## config.mk

```make
export PLATFORM = sky130hd
export DESIGN_NAME = hpi_access_sequencer
export DESIGN_NICKNAME = d
export VERILOG_FILES = /design/src/rtl/hpi_access_sequencer.sv
export SDC_FILE = /design/constraint.sdc
export NUM_CORES = 1
export LEC_CHECK = 0
export ABC_AREA = 1
export CAP_MARGIN = 20
export CORE_UTILIZATION = 30
export CTS_BUF_LIST = sky130_fd_sc_hd__clkbuf_4
export CTS_CLUSTER_DIAMETER = 80
export DETAILED_ROUTE_END_ITERATION = 8
export MAX_ROUTING_LAYER = met4
export PLACE_DENSITY = 0.71
export SYNTH_ARGS = -nofsm -noshare
export SYNTH_HDL_FRONTEND = slang
export SYNTH_SLANG_ARGS = --single-unit
```

## constraint.sdc

```tcl
create_clock -name iCLK -period 3.2 [get_ports iCLK]
set_input_delay 0.32 -clock iCLK [delete_from_list [all_inputs] [get_ports iCLK]]
set_output_delay 0.32 -clock iCLK [all_outputs]
set_load 0.03 [all_outputs]
```

## src/rtl/hpi_access_sequencer.sv

```systemverilog
`timescale 1ns/1ps
// CY16 burst/register commands -> timed HPI ADDRESS/DATA strobe cycles; define HPI_IRQ_LATCH_EN to latch oIRQ.
// Single write with data ready: 2*(1+STROBE+RECOVERY)+3 cycles; data-handshake backpressure stalls between accesses.
module hpi_access_sequencer #(
    parameter int STROBE_CYCLES   = 4,
    parameter int RECOVERY_CYCLES = 2
) (
    input  logic        iCLK,
    input  logic        iRST,
    input  logic        iCMD_VALID,
    output logic        oCMD_READY,
    input  logic        iCMD_WE,
    input  logic        iCMD_REG,
    input  logic [15:0] iCMD_ADDR,
    input  logic [7:0]  iCMD_LEN,
    input  logic        iWD_VALID,
    output logic        oWD_READY,
    input  logic [15:0] iWD_DATA,
    output logic        oRD_VALID,
    input  logic        iRD_READY,
    output logic [15:0] oRD_DATA,
    output logic        oBUSY,
    output logic        oIRQ,
    input  logic        iIRQ_CLR,
    output logic [31:0] oHPI_DATA,
    output logic [1:0]  oHPI_ADDR,
    output logic        oHPI_RD_N,
    output logic        oHPI_WR_N,
    output logic        oHPI_CS_N,
    input  logic [31:0] iHPI_DATA,
    input  logic        iHPI_INT
);

    typedef enum logic [2:0] {
        S_IDLE, S_ADDR_ACC, S_DATA_WAIT, S_DATA_ACC,
        S_RD_HOLD, S_REG_WAIT, S_REG_ACC, S_DONE
    } state_t;

    // Access phase: 0 = SETUP, 1..STROBE = strobe low, then RECOVERY cycles.
    localparam int PH_MAX = STROBE_CYCLES + RECOVERY_CYCLES;
    localparam int PH_W   = $clog2(PH_MAX + 1);
    localparam logic [PH_W-1:0] PH_LAST = PH_W'(PH_MAX);
    localparam logic [PH_W-1:0] PH_STB  = PH_W'(STROBE_CYCLES);
    localparam logic [PH_W-1:0] PH_CAP  = PH_W'(STROBE_CYCLES + 2);

    state_t            state_q, state_d;
    logic [PH_W-1:0]   ph_q, ph_d;
    logic [7:0]        cnt_q, cnt_d;
    logic              we_q, we_d;
    logic              reg_q, reg_d;
    logic [1:0]        idx_q, idx_d;
    logic [1:0]        hpi_addr_q, hpi_addr_d;
    logic [15:0]       hpi_data_q, hpi_data_d;
    logic [15:0]       rd_data_q, rd_data_d;
    logic              step;
    logic              in_acc, stb, acc_we;
    logic              irq_q;
    logic              unused_ok;

    always_ff @(posedge iCLK or posedge iRST) begin
        if (iRST) begin
            state_q    <= S_IDLE;
            ph_q       <= '0;
            cnt_q      <= 8'd0;
            we_q       <= 1'b0;
            reg_q      <= 1'b0;
            idx_q      <= 2'd0;
            hpi_addr_q <= 2'd0;
            hpi_data_q <= 16'h0000;
            rd_data_q  <= 16'h0000;
        end else begin
            state_q    <= state_d;
            ph_q       <= ph_d;
            cnt_q      <= cnt_d;
            we_q       <= we_d;
            reg_q      <= reg_d;
            idx_q      <= idx_d;
            hpi_addr_q <= hpi_addr_d;
            hpi_data_q <= hpi_data_d;
            rd_data_q  <= rd_data_d;
        end
    end

    always_comb begin
        state_d    = state_q;
        ph_d       = ph_q;
        cnt_d      = cnt_q;
        we_d       = we_q;
        reg_d      = reg_q;
        idx_d      = idx_q;
        hpi_addr_d = hpi_addr_q;
        hpi_data_d = hpi_data_q;
        rd_data_d  = rd_data_q;
        step       = 1'b0;

        unique case (state_q)
            S_IDLE: begin
                if (iCMD_VALID) begin
                    we_d  = iCMD_WE;
                    reg_d = iCMD_REG;
                    idx_d = iCMD_ADDR[1:0];
                    cnt_d = iCMD_LEN;
                    ph_d  = '0;
                    if (iCMD_REG) begin
                        state_d = S_REG_WAIT;
                    end else begin
                        state_d    = S_ADDR_ACC;
                        hpi_addr_d = 2'd2;
                        hpi_data_d = iCMD_ADDR;
                    end
                end
            end
            S_ADDR_ACC: begin
                if (ph_q == PH_LAST) begin
                    ph_d    = '0;
                    state_d = S_DATA_WAIT;
                end else begin
                    ph_d = ph_q + PH_W'(1);
                end
            end
            S_DATA_WAIT, S_REG_WAIT: begin
                if (!we_q || iWD_VALID) begin
                    state_d    = (state_q == S_REG_WAIT) ? S_REG_ACC : S_DATA_ACC;
                    hpi_addr_d = (state_q == S_REG_WAIT) ? idx_q : 2'd0;
                    hpi_data_d = we_q ? iWD_DATA : 16'h0000;
                    ph_d       = '0;
                end
            end
            S_DATA_ACC, S_REG_ACC: begin
                // The interface stage's registered data is valid in the 2nd recovery cycle.
                if (!we_q && (ph_q == PH_CAP)) begin
                    rd_data_d = iHPI_DATA[15:0];
                end
                if (ph_q == PH_LAST) begin
                    ph_d = '0;
                    if (we_q) begin
                        step = 1'b1;
                    end else begin
                        state_d = S_RD_HOLD;
                    end
                end else begin
                    ph_d = ph_q + PH_W'(1);
                end
            end
            S_RD_HOLD: begin
                if (iRD_READY) begin
                    step = 1'b1;
                end
            end
            S_DONE: begin
                state_d = S_IDLE;
            end
            default: begin
                state_d = S_IDLE;
            end
        endcase

        // The chip auto-increments its address, so later words skip the ADDRESS write.
        if (step) begin
            if (reg_q || (cnt_q == 8'd0)) begin
                state_d = S_DONE;
            end else begin
                cnt_d   = cnt_q - 8'd1;
                state_d = S_DATA_WAIT;
            end
        end
    end

    assign in_acc = (state_q == S_ADDR_ACC) || (state_q == S_DATA_ACC) || (state_q == S_REG_ACC);
    assign stb    = in_acc && (ph_q != '0) && (ph_q <= PH_STB);
    assign acc_we = (state_q == S_ADDR_ACC) || we_q;

    assign oHPI_CS_N  = ~stb;
    assign oHPI_WR_N  = ~(stb && acc_we);
    assign oHPI_RD_N  = ~(stb && !acc_we);
    assign oHPI_ADDR  = hpi_addr_q;
    assign oHPI_DATA  = {16'h0000, hpi_data_q};

    assign oCMD_READY = (state_q == S_IDLE) && !iRST;
    assign oWD_READY  = ((state_q == S_DATA_WAIT) || (state_q == S_REG_WAIT)) && we_q;
    assign oRD_VALID  = (state_q == S_RD_HOLD);
    assign oRD_DATA   = rd_data_q;
    assign oBUSY      = (state_q != S_IDLE);
    assign oIRQ       = irq_q;

`ifdef HPI_IRQ_LATCH_EN
    logic int_q;

    // A new interrupt edge beats a simultaneous clear.
    always_ff @(posedge iCLK or posedge iRST) begin
        if (iRST) begin
            int_q <= 1'b0;
            irq_q <= 1'b0;
        end else begin
            int_q <= iHPI_INT;
            if (iHPI_INT && !int_q) begin
                irq_q <= 1'b1;
            end else if (iIRQ_CLR) begin
                irq_q <= 1'b0;
            end
        end
    end

    assign unused_ok = ^iHPI_DATA[31:16];
`else
    always_ff @(posedge iCLK or posedge iRST) begin
        if (iRST) begin
            irq_q <= 1'b0;
        end else begin
            irq_q <= iHPI_INT;
        end
    end

    assign unused_ok = ^{iIRQ_CLR, iHPI_DATA[31:16]};
`endif

endmodule

```

After elaboration in Yosys (flattened, before gate mapping)
Index checks and enable logic that the tools add are counted.
{"block": "word_totals", "reg_bits": 53, "in_bits": 81, "out_inout_bits": 58, "word_cells": 95}
{"block": "op_classes", "add_sub_neg": 2, "n_lt_le_gt_ge": 1, "eq_ne": 16, "n_mux": 32, "n_bitwise": 3, "reduce_logical": 31}
{"operator": "16-bit 2-to-1 mux", "n": 4}
{"operator": "3-bit 2-to-1 mux", "n": 12}
{"operator": "8-bit 2-to-1 mux", "n": 4}
{"operator": "16-bit case mux with 2 select lines", "n": 1}
{"operator": "3-bit equality test, second input constant", "n": 5}
{"operator": "3-bit != test, second input constant", "n": 5}
{"operator": "3-bit case mux with 5 select lines", "n": 1}
{"operator": "3-bit case mux with 3 select lines", "n": 1}
{"operator": "3-bit nonzero test", "n": 3}
{"operator": "8-bit zero test", "n": 1}
{"operator": "2-bit 2-to-1 mux", "n": 4}
{"operator": "8-bit by 1-bit subtractor with 8-bit output, second input constant", "n": 1}
{"operator": "1-bit logical AND", "n": 7}
{"operator": "3-bit by 2-bit equality test with 1-bit output, second input constant", "n": 2}
{"operator": "1-bit logical OR", "n": 6}
{"operator": "2-bit != test, second input constant", "n": 3}
{"operator": "6-bit AND reduction", "n": 1}
{"operator": "6-bit nonzero test", "n": 1}
{"operator": "2-bit case mux with 2 select lines", "n": 1}
{"operator": "2-bit AND reduction", "n": 2}
{"operator": "4-bit AND reduction", "n": 1}
{"operator": "2-bit OR reduction", "n": 2}
{"operator": "3-bit by 1-bit adder with 3-bit output, second input constant", "n": 1}
{"operator": "3-bit by 1-bit equality test with 1-bit output, second input constant", "n": 1}
{"operator": "other kinds (9)", "n": 15}

Depth between registers and ports, before layout
Gate-level depths: netlist (run 1).
{"block": "logic_depth", "depth_word": 7, "mapped_depth": 11, "ltp_nobuf": 10}

Least setup slack after synthesis (run 1)
OpenSTA, ideal clock, no wires.
{"block": "synth_path", "path_kind": "reg-to-output", "start": "reg state_q[0]", "end": "out oHPI_WR_N", "arrival_time_ns": 1.467, "required_ns": 2.880, "path_slack_ns": 1.413, "path_stages_with_launch": 8, "path_buffers": 1, "path_cell_list": "dfrtp_1 > buf_4 > inv_1 > nand3_1 > o21ai_1 > inv_1 > nor3_1 > o21ai_0"}
{"block": "synth_via", "elab_chain_cells": 7, "word_cells_on_any_way": 10, "cone_classes": "eq/ne: 3; bitwise: 1; reduce/logical: 6"}
{"element": "from (decl)", "line": "46", "rtl": "state_t state_q, state_d;"}
{"element": "from (signal assigned)", "line": "72", "rtl": "state_q <= state_d;"}
{"element": "3-bit by 1-bit equality test with 1-bit output or 3-bit by 2-bit equality test with 1-bit output (tied branches)", "line": "169, 171"}
{"element": "1-bit logical OR (2 in a row)", "line": "169", "rtl": "assign in_acc = (state_q == S_ADDR_ACC) || (state_q == S_DATA_ACC) || (state_q == S_REG_ACC);"}
{"element": "1-bit logical AND (2 in a row)", "line": "170", "rtl": "assign stb = in_acc && (ph_q != '0) && (ph_q <= PH_STB);"}
{"element": "1-bit logical AND (*)", "line": "174", "rtl": "assign oHPI_WR_N = ~(stb && acc_we);"}
{"element": "1-bit inverter (*)", "line": "174"}
{"element": "to (decl)", "line": "28", "rtl": "output logic oHPI_WR_N,"}
Mark *: on every way between the ends. The rest lies on a longest branch, timed or not.

Worst setup path in the final report (run 1)
Same ends and word-level chain as after synthesis.

==> results.yml, run 1 <==
finish:
  final_cell_mix: "nand2_1 (143), clkdlybuf4s50_1 (105), dfrtp_1 (53)"
  drive_gt1_share_pct: 5.190
  fillers: 965
  fin_nets: 583
  multi_input_area_mm2: 0.001275
  final_cells: 630
  final_common_cell: "nand2_1"
  ff_latch_area_mm2: 0.001326
  area.growth.synth_to_final_pct: 39.44
  antenna_cells: 0
logic_synthesis:
  synth_warnings: 0
  synthCells: 400
  syn_avg_cell_area_um2: 7.320
  yosysTopAreaCell: "dfrtp_1"
  synth.top_cell.area_share_pct: 45.30
  synth_area_leaders: "dfrtp_1 (45%), nand2_1 (18%), nand3_1 (5.6%)"
  synth.distinct_cells: 26
  synth-seq-cells: 53
  synth_area_mm2: 0.002928
  seq_area_frac_synth_pct: 45.30
global_routing:
  grt_pass1_vias: 2584
  grt_first_pass_wirelength_um: 12120
  antenna_found_initial: 0
  globalRouteOverflowTotal: 0
  grt_usage_pct: 15.49
  grt_max_degree: 33
clock_network:
  clock_latency_ps: 380
  postCtsSetupBuffers: 0
  ctsLongestPathBuffers: 2
  cts_tree: "yes"
  cts_root_buf: "clkbuf_4"
  cts_inserted_buffers: 5
  htreeDepth: 2
  cts_resized: 0
  clkTransAtPathRegs_ps: 180
  clock-sinks: 53
  hold_buffers: 0
sta:
  fin_crit_sh_pct: 92.82
  fin_skew_ps: 22.46
  hold_viol: 0
  tightest_slew_ps: 831.6
  fmax_mhz: 336.7
  fin_crit_ps: 2970
  setup_violations: 0
  fin_tns_setup_ps: 0
  rsz0062_at_grt: "false"
  maxSlewViolCount: 0
  slew_headroom_pct: 44.41
critical_path:
  cpPeakStageDelay_ps: 640
  crit_required_ps: 2880
  critPathKind: "register to primary output"
  crit_chain: "inv_1 > nand3_1 > o21ai_1 > inv_1 > nor3_1 > o21ai_0 > clkdlybuf4s50_1"
  path_depth: 7
  arrival_ps: 2650
  cp_slowest_cell: "clkdlybuf4s50_1"
  cp_max_fo: 9
  worst-path-buf-inv: 3
  reg2reg_slack_ps: 1050
  critPathTopFamily: "buffers and inverters"
  r2r_start: "state_q[0]"
  rr_worst_depth: 7
  reg2reg_to: "hpi_data_q[0]"
  start_kind: "register"
  cpMostUsedCell: "inv_1"
  end_kind: "primary output"
detailed_routing:
  dr.pass1.iters: 4
  wl_per_cell_um: 11.87
  ant_nets: 0
  routed_wl_um: 7479
  drc: 0
  vias: 2737
  drt_iter0_markers: 97
  vias_per_cell: 4.344
placed_design:
  place_congestion: 0.8829
  dp_hpwl_um: 5585
  io_buffers: 105
  dpl.cell_count: 621
die:
  dieHeight_um: 100.8
  die-width_um: 100.8
  rows: 35
  ios: 139
  die_area_mm2: 0.01016
  start_util_pct: 31.39
  coreArea_mm2: 0.009328
power:
  irDropWorstVdd_mv: 0.4501
  leakagePower_uw: 0.002041
  power_per_cell_area_mw_per_mm2: 967.0
job:
  max-cap-violations: 0
min_path:
  min_path_type: "input port to asynchronous set/reset pin"
outcome:
  status: "finished clean"
-- per-layer routing --
layer | global-route usage (%) | wire length [µm] | vias up
met4 | 5.351 | 98 | 0
li1 | - | - | 1408
met5 | - | 0 | -
met2 | 26.92 | 3838 | 69
met1 | 18.25 | 3251 | 1254
met3 | 2.358 | 291 | 6
-- cell families after synthesis --
logic type / Yosys count / share of synthesized area (%)
AO/OA/AOI/OAI: 48 / 8.504
XOR/XNOR: 7 / 2.094
adder cells (fa/ha/maj): 2 / 0.8546
buffers and inverters: 76 / 13.08
flip-flops: 53 / 45.30
other: 1 / 0.1281
AND/OR/NAND/NOR: 213 / 30.04
-- power breakdown --
part	internal (µW)	switching (µW)
clock network	91.8	234
logic	903	1520
registers	977	226
total	1970	1980
-- cell usage after synthesis --
cell      instances
nor2_4            1
nand3b_1          1
or2_0             1
nand2_2           4
nand3_2           1
xnor2_1           3
o21ai_0          10
ha_1              2
dfrtp_1          53
clkbuf_1          3
nand2_1         143
a21oi_2           1
nand3_1          33
conb_1            1
buf_2             6
xor2_1            4
buf_4            20
o211ai_1          2
inv_2             6
inv_1            39
a21oi_1           6
nand4_1           3
o21ai_1          29
nor3_1            1
buf_6             2
nor2_1           25
-- state kept, by name, indices dropped and copies added, names as in the netlist --
signal	flops
hpi_data_q	16
oRD_DATA	16
cnt_q	8
ph_q	3
state_q	3
idx_q	2
oHPI_ADDR	2
oIRQ	1
reg_q	1
we_q	1
-- how the worst max path moves through the flow --
stage | from | to | slack [ps]
2_1_floorplan | state_q[0] | oHPI_WR_N | 1410
3_3_place_gp | state_q[0] | oHPI_WR_N | 830
3_5_place_dp | state_q[0] | oHPI_WR_N | 730
4_1_cts | state_q[0] | oHPI_WR_N | 280
5_1_grt | state_q[0] | oHPI_WR_N | 30
6_report | state_q[0] | oHPI_WR_N | 230
-- area by class of cell --
cell class / instances / area share, %
flip-flops and latches: 53 / 32.49
multi-input cells: 286 / 31.23
repair buffers: 109 / 26.66
inverters: 45 / 4.137
well taps: 129 / 3.953
clock buffers: 5 / 0.9194
clock inverters: 3 / 0.6129
-- per-stage QoR --
stage	instance area (µm²)	hold WS (ps)	power [µW]	setup slack [ps]	utilization [%]
floorplan	2984	351.4	2851	1413	-
detailed placement	4005	468.6	3643	725.7	42.94
global placement	4005	464.3	3567	831.8	42.94
global route	4083	109.7	4299	32.43	43.77
finish	4083	123.1	3948	229.9	43.77
CTS	4068	116.3	3980	279.0	43.61
Power figures use the tool's default switching activity.
==> inputs of run 2 (changes only) <==
--- a/config.mk
+++ b/config.mk
@@ -7,12 +7,12 @@
 export LEC_CHECK = 0
 export ABC_AREA = 1
 export CAP_MARGIN = 20
-export CORE_UTILIZATION = 30
+export CORE_UTILIZATION = 42
 export CTS_BUF_LIST = sky130_fd_sc_hd__clkbuf_4
 export CTS_CLUSTER_DIAMETER = 80
 export DETAILED_ROUTE_END_ITERATION = 8
 export MAX_ROUTING_LAYER = met4
-export PLACE_DENSITY = 0.71
+export PLACE_DENSITY = 0.91
 export SYNTH_ARGS = -nofsm -noshare
 export SYNTH_HDL_FRONTEND = slang
 export SYNTH_SLANG_ARGS = --single-unit
==> constraint.sdc (replaced) <==
create_clock -name iCLK -period 3 [get_ports iCLK]
set_input_delay 0.3 -clock iCLK [delete_from_list [all_inputs] [get_ports iCLK]]
set_output_delay 0.3 -clock iCLK [all_outputs]
set_load 0.03 [all_outputs]
==> run 2 against run 1 <==
Effect of this change: total power increased by 6.4%; cell count decreased by 7.9%; global-route usage grew 5.2 points; critical endpoint unchanged; flip-flop and latch count is the same; highest routed layer unchanged; clock skew decreased by 14 ps.
==> results.yml, run 2 (synthesized netlist as in run 1, its figures left out) <==
critical_path:
  worst-path-buf-inv: 3
  critPathTopFamily: "buffers and inverters"
  cpPeakStageDelay_ps: 620
  cpMostUsedCell: "inv_1"
  rr_worst_depth: 7
  end_kind: "primary output"
  reg2reg_to: "hpi_data_q[1]"
  critPathKind: "register to primary output"
  crit_required_ps: 2700
  start_kind: "register"
  r2r_start: "state_q[0]"
  cp_slowest_cell: "clkdlybuf4s50_1"
  cp_max_fo: 9
  reg2reg_slack_ps: 880
  crit_chain: "inv_1 > nand3_1 > o21ai_1 > inv_1 > nor3_2 > o21ai_0 > clkdlybuf4s50_1"
  arrival_ps: 2390
sta:
  tightest_slew_ps: 829.2
  maxSlewViolCount: 0
  whs_ps: 367.3
  hold_viol: 0
  fin_crit_ps: 2694
  fmax_mhz: 371.2
  setup_violations: 0
  slew_headroom_pct: 44.64
  fin_tns_setup_ps: 0
  rsz0062_at_grt: "false"
  fin_skew_ps: 8.665
  fin_crit_sh_pct: 89.81
detailed_routing:
  vias: 2790
  dr.pass1.iters: 4
  ant_nets: 0
  wl_per_cell_um: 12.66
  vias_per_cell: 4.810
  drt_iter0_markers: 163
  routed_wl_um: 7341
  drc: 0
die:
  die_area_mm2: 0.007309
  start_util_pct: 43.33
  ios: 139
  die-width_um: 85.49
  rows: 30
  dieHeight_um: 85.49
  coreArea_mm2: 0.006756
finish:
  final_cell_area_mm2: 0.004008
  fillers: 603
  fin_nets: 582
  final_cell_mix: "nand2_1 (143), clkdlybuf4s50_1 (105), dfrtp_1 (53)"
  area.growth.synth_to_final_pct: 36.88
  ff_latch_area_mm2: 0.001326
  multi_input_area_mm2: 0.001280
  antenna_cells: 0
  drive_gt1_share_pct: 5.200
  final_cells: 580
  final_common_cell: "nand2_1"
min_path:
  min_path_type: "input port to register"
  min-delay-start: "iHPI_INT"
  min_to: "oIRQ"
  hold-path-cell-count: 1
placed_design:
  placed_area_mm2: 0.003944
  place_congestion: 0.8412
  dp_hpwl_um: 5413
  io_buffers: 105
  dpl.cell_count: 572
power:
  leakagePower_uw: 0.002034
  p_total_uw: 4203
  power_per_cell_area_mw_per_mm2: 1049
  irDropWorstVdd_mv: 0.4932
job:
  max-cap-violations: 0
clock_network:
  cts_inserted_buffers: 5
  htreeDepth: 2
  clkTransAtPathRegs_ps: 160
  cts_tree: "yes"
  clock-sinks: 53
  cts_root_buf: "clkbuf_4"
  ctsLongestPathBuffers: 2
  clock_latency_ps: 370
global_routing:
  grt_usage_pct: 20.67
  grt_pass1_vias: 2675
  grt_first_pass_wirelength_um: 11810
  antenna_found_initial: 0
  globalRouteOverflowTotal: 0
  grt_max_degree: 41
outcome:
  status: "finished clean"
-- run 2: cell count changes in the layout (fill, tap and decap cells not counted) --
cell	previous run	this run
inv_6	2	1
buf_8	1	0
nor3_1	1	0
clkinv_2	0	1
nor3_2	0	1
-- run 2: power breakdown --
group          internal [µW]  switching [µW]  leakage (µW)
logic                    963            1620       0.00141
clock network           93.6             237     0.0000316
registers               1040             244      0.000597
total                   2100            2100       0.00203
-- run 2: routing by layer --
layer  wire length (µm)  global-route usage, %  up-vias
li1                   -                      -     1411
met1               3109                  24.52     1270
met2               3790                  36.51       97
met3                308                  2.791       12
met4                133                  6.515        0
met5                  0                      -        -
-- run 2: worst max-delay path by stage --
stage | from | to | slack [ps] | depth (start not counted)
floorplan | state_q[0] | oHPI_WR_N | 1230 | 7
detailed placement | state_q[0] | oHPI_WR_N | 620 | 7
global placement | state_q[0] | oHPI_WR_N | 700 | 7
global route | state_q[0] | oHPI_WR_N | 90 | 7
finish | state_q[0] | oHPI_WR_N | 310 | 7
CTS | state_q[0] | oHPI_WR_N | 190 | 7
-- run 2: layout make-up --
type,count,area share (%)
Multi-Input combinational cell,286,31.94
Clock buffer,5,0.9366
Clock inverter,3,0.5308
Sequential cell,53,33.09
Timing Repair Buffer,108,26.79
Inverter,45,4.215
Tap cell,80,2.498
-- run 2: per-stage QoR --
stage          setup slack, ps  util [%]
6_report                 305.8     59.31
5_1_grt                  91.60     59.31
4_1_cts                  187.3     59.24
3_5_place_dp             624.7     58.37
3_3_place_gp             697.1     58.37
2_1_floorplan             1233         -
-- run 2: timing repair --
action / CTS / global route
gates resized for setup: 0 / 1
setup endpoints to repair: 0 / 1
buffers inserted: 0 / 0
hold buffers: 0 / 0
-- run 2: worst register-to-register path: cells and delay by family, from the launching register on --
family	cells	cell delay [ps]
simple gates	4	960
flops	1	580
compound gates	2	250
buf+inv	1	250
==> inputs of run 3 (changes only) <==
--- a/config.mk
+++ b/config.mk
@@ -12,7 +12,9 @@
 export CTS_CLUSTER_DIAMETER = 80
 export DETAILED_ROUTE_END_ITERATION = 8
 export MAX_ROUTING_LAYER = met4
-export PLACE_DENSITY = 0.91
+export PLACE_DENSITY = 0.81
+export SLEW_MARGIN = 40
 export SYNTH_ARGS = -nofsm -noshare
 export SYNTH_HDL_FRONTEND = slang
 export SYNTH_SLANG_ARGS = --single-unit
+export TNS_END_PERCENT = 5
==> run 3 against run 2 <==
Effect of this change: flip-flop and latch count unchanged; non-clock buffer count increased by 2; maximum frequency decreased by 4.3%; worst hold slack got worse by 30 ps; design area increased by 0.41%; total power about the same; combinational power about the same; cell count increased by 0.34%; first-iteration DRC count decreased by 15%; critical path depth unchanged; utilization increased by 0.24 points; critical path type unchanged; highest routed layer unchanged.
==> results.yml, run 3 (synthesized netlist as in run 1, its figures left out) <==
sta:
  slew_headroom_pct: 52.64
  rsz0062_at_grt: "false"
  fin_crit_sh_pct: 93.89
  maxSlewViolCount: 0
  whs_ps: 337.2
  setup_violations: 0
  fin_skew_ps: 8.607
  tightest_slew_ps: 709.3
  hold_viol: 0
  fmax_mhz: 355.0
  setup_ws_ps: 183.4
  fin_crit_ps: 2817
  fin_tns_setup_ps: 0
placed_design:
  dp_hpwl_um: 5420
  io_buffers: 105
  place_congestion: 0.8919
  place_ws_ps: 549.9
critical_path:
  path_depth: 7
  r2r_start: "state_q[2]"
  start_kind: "register"
  rr_worst_depth: 7
  cp_slowest_cell: "clkdlybuf4s50_1"
  arrival_ps: 2520
  reg2reg_slack_ps: 890
  cpMostUsedCell: "inv_1"
  cpPeakStageDelay_ps: 610
  startpoint: "state_q[0]"
  crit_chain: "inv_1 > nand3_1 > o21ai_1 > inv_1 > nor3_2 > o21ai_0 > clkdlybuf4s50_1"
  cp_max_fo: 9
  end_kind: "primary output"
  crit_required_ps: 2700
  timing.critical_path.to: "oHPI_WR_N"
  critPathKind: "register to primary output"
  reg2reg_to: "oHPI_ADDR[1]"
  critPathTopFamily: "buffers and inverters"
  worst-path-buf-inv: 3
die:
  die_area_mm2: 0.007309
  start_util_pct: 43.33
  ios: 139
  coreArea_mm2: 0.006756
  dieHeight_um: 85.49
  die-width_um: 85.49
  rows: 30
clock_network:
  clkTransAtPathRegs_ps: 160
  htreeDepth: 2
  clock-sinks: 53
  cts_inserted_buffers: 5
  hold_buffers: 0
  cts_root_buf: "clkbuf_4"
  cts_tree: "yes"
  ctsLongestPathBuffers: 2
  cts_resized: 0
  clock_latency_ps: 380
  postCtsSetupBuffers: 0
global_routing:
  grt_pass1_vias: 2627
  grt_usage_pct: 21.11
  globalRouteOverflowTotal: 0
  antenna_found_initial: 0
  grt_max_degree: 35
  grt_first_pass_wirelength_um: 11960
detailed_routing:
  drc: 0
  routed_wl_um: 7238
  ant_nets: 0
  vias_per_cell: 4.808
  vias: 2798
  drt_iter0_markers: 138
  wl_per_cell_um: 12.44
  dr.pass1.iters: 7
min_path:
  min_path_type: "input port to register"
  min-delay-start: "iHPI_INT"
finish:
  area.growth.synth_to_final_pct: 37.44
  drive_gt1_share_pct: 5.578
  fin_util_pct: 59.56
  final_cell_mix: "nand2_1 (143), clkdlybuf4s50_1 (105), dfrtp_1 (53)"
  antenna_cells: 0
  final_common_cell: "nand2_1"
  fin_nets: 584
job:
  max-cap-violations: 0
outcome:
  status: "finished clean"
power:
  leakagePower_uw: 0.002047
  power_per_cell_area_mw_per_mm2: 1044
  irDropWorstVdd_mv: 0.4389
## run 3: worst min-delay path by stage
stage / endpoint / slack (ps) / cells after the start
after floorplan: oIRQ / 330 / 0
after global placement: hpi_data_q[8] / 460 / 2
after detailed placement: hpi_data_q[6] / 460 / 2
after CTS: oIRQ / 320 / 1
after global routing: oIRQ / 300 / 1
final: oIRQ / 340 / 1
## run 3: area by class of cell
cell class	instances	area [µm²]
inverter	45	168.9
tap	80	100.1
clock inverter	3	22.52
sequential	53	1326
timing repair buffer	110	1089
clock buffer	5	37.54
multi-input combinational	286	1280
fill	599	2733
## run 3: metal layers
metal  up-vias  track usage, %  wire [µm]
li1       1416               -          -
met4         0           5.758        105
met1      1283           24.52       3093
met3         9           3.176        300
met5         -               -          0
met2        90           38.04       3737
## run 3: per-stage QoR
stage / cell area [µm²] / cells / power [µW]
3_5_place_dp: 3959 / 574 / 3874
3_3_place_gp: 3959 / 574 / 3787
6_report: 4024 / 582 / 4200
5_1_grt: 4024 / 582 / 4552
4_1_cts: 4019 / 582 / 4218
2_1_floorplan: 2984 / 415 / 3041
## run 3: report_power, final
part	total (µW)	internal (µW)	switching, µW	leakage (µW)
Sequential	1290	1040	245	0.000597
Clock	341	93.8	247	0.0000352
Combinational	2570	968	1600	0.00141
Total	4200	2100	2100	0.00205
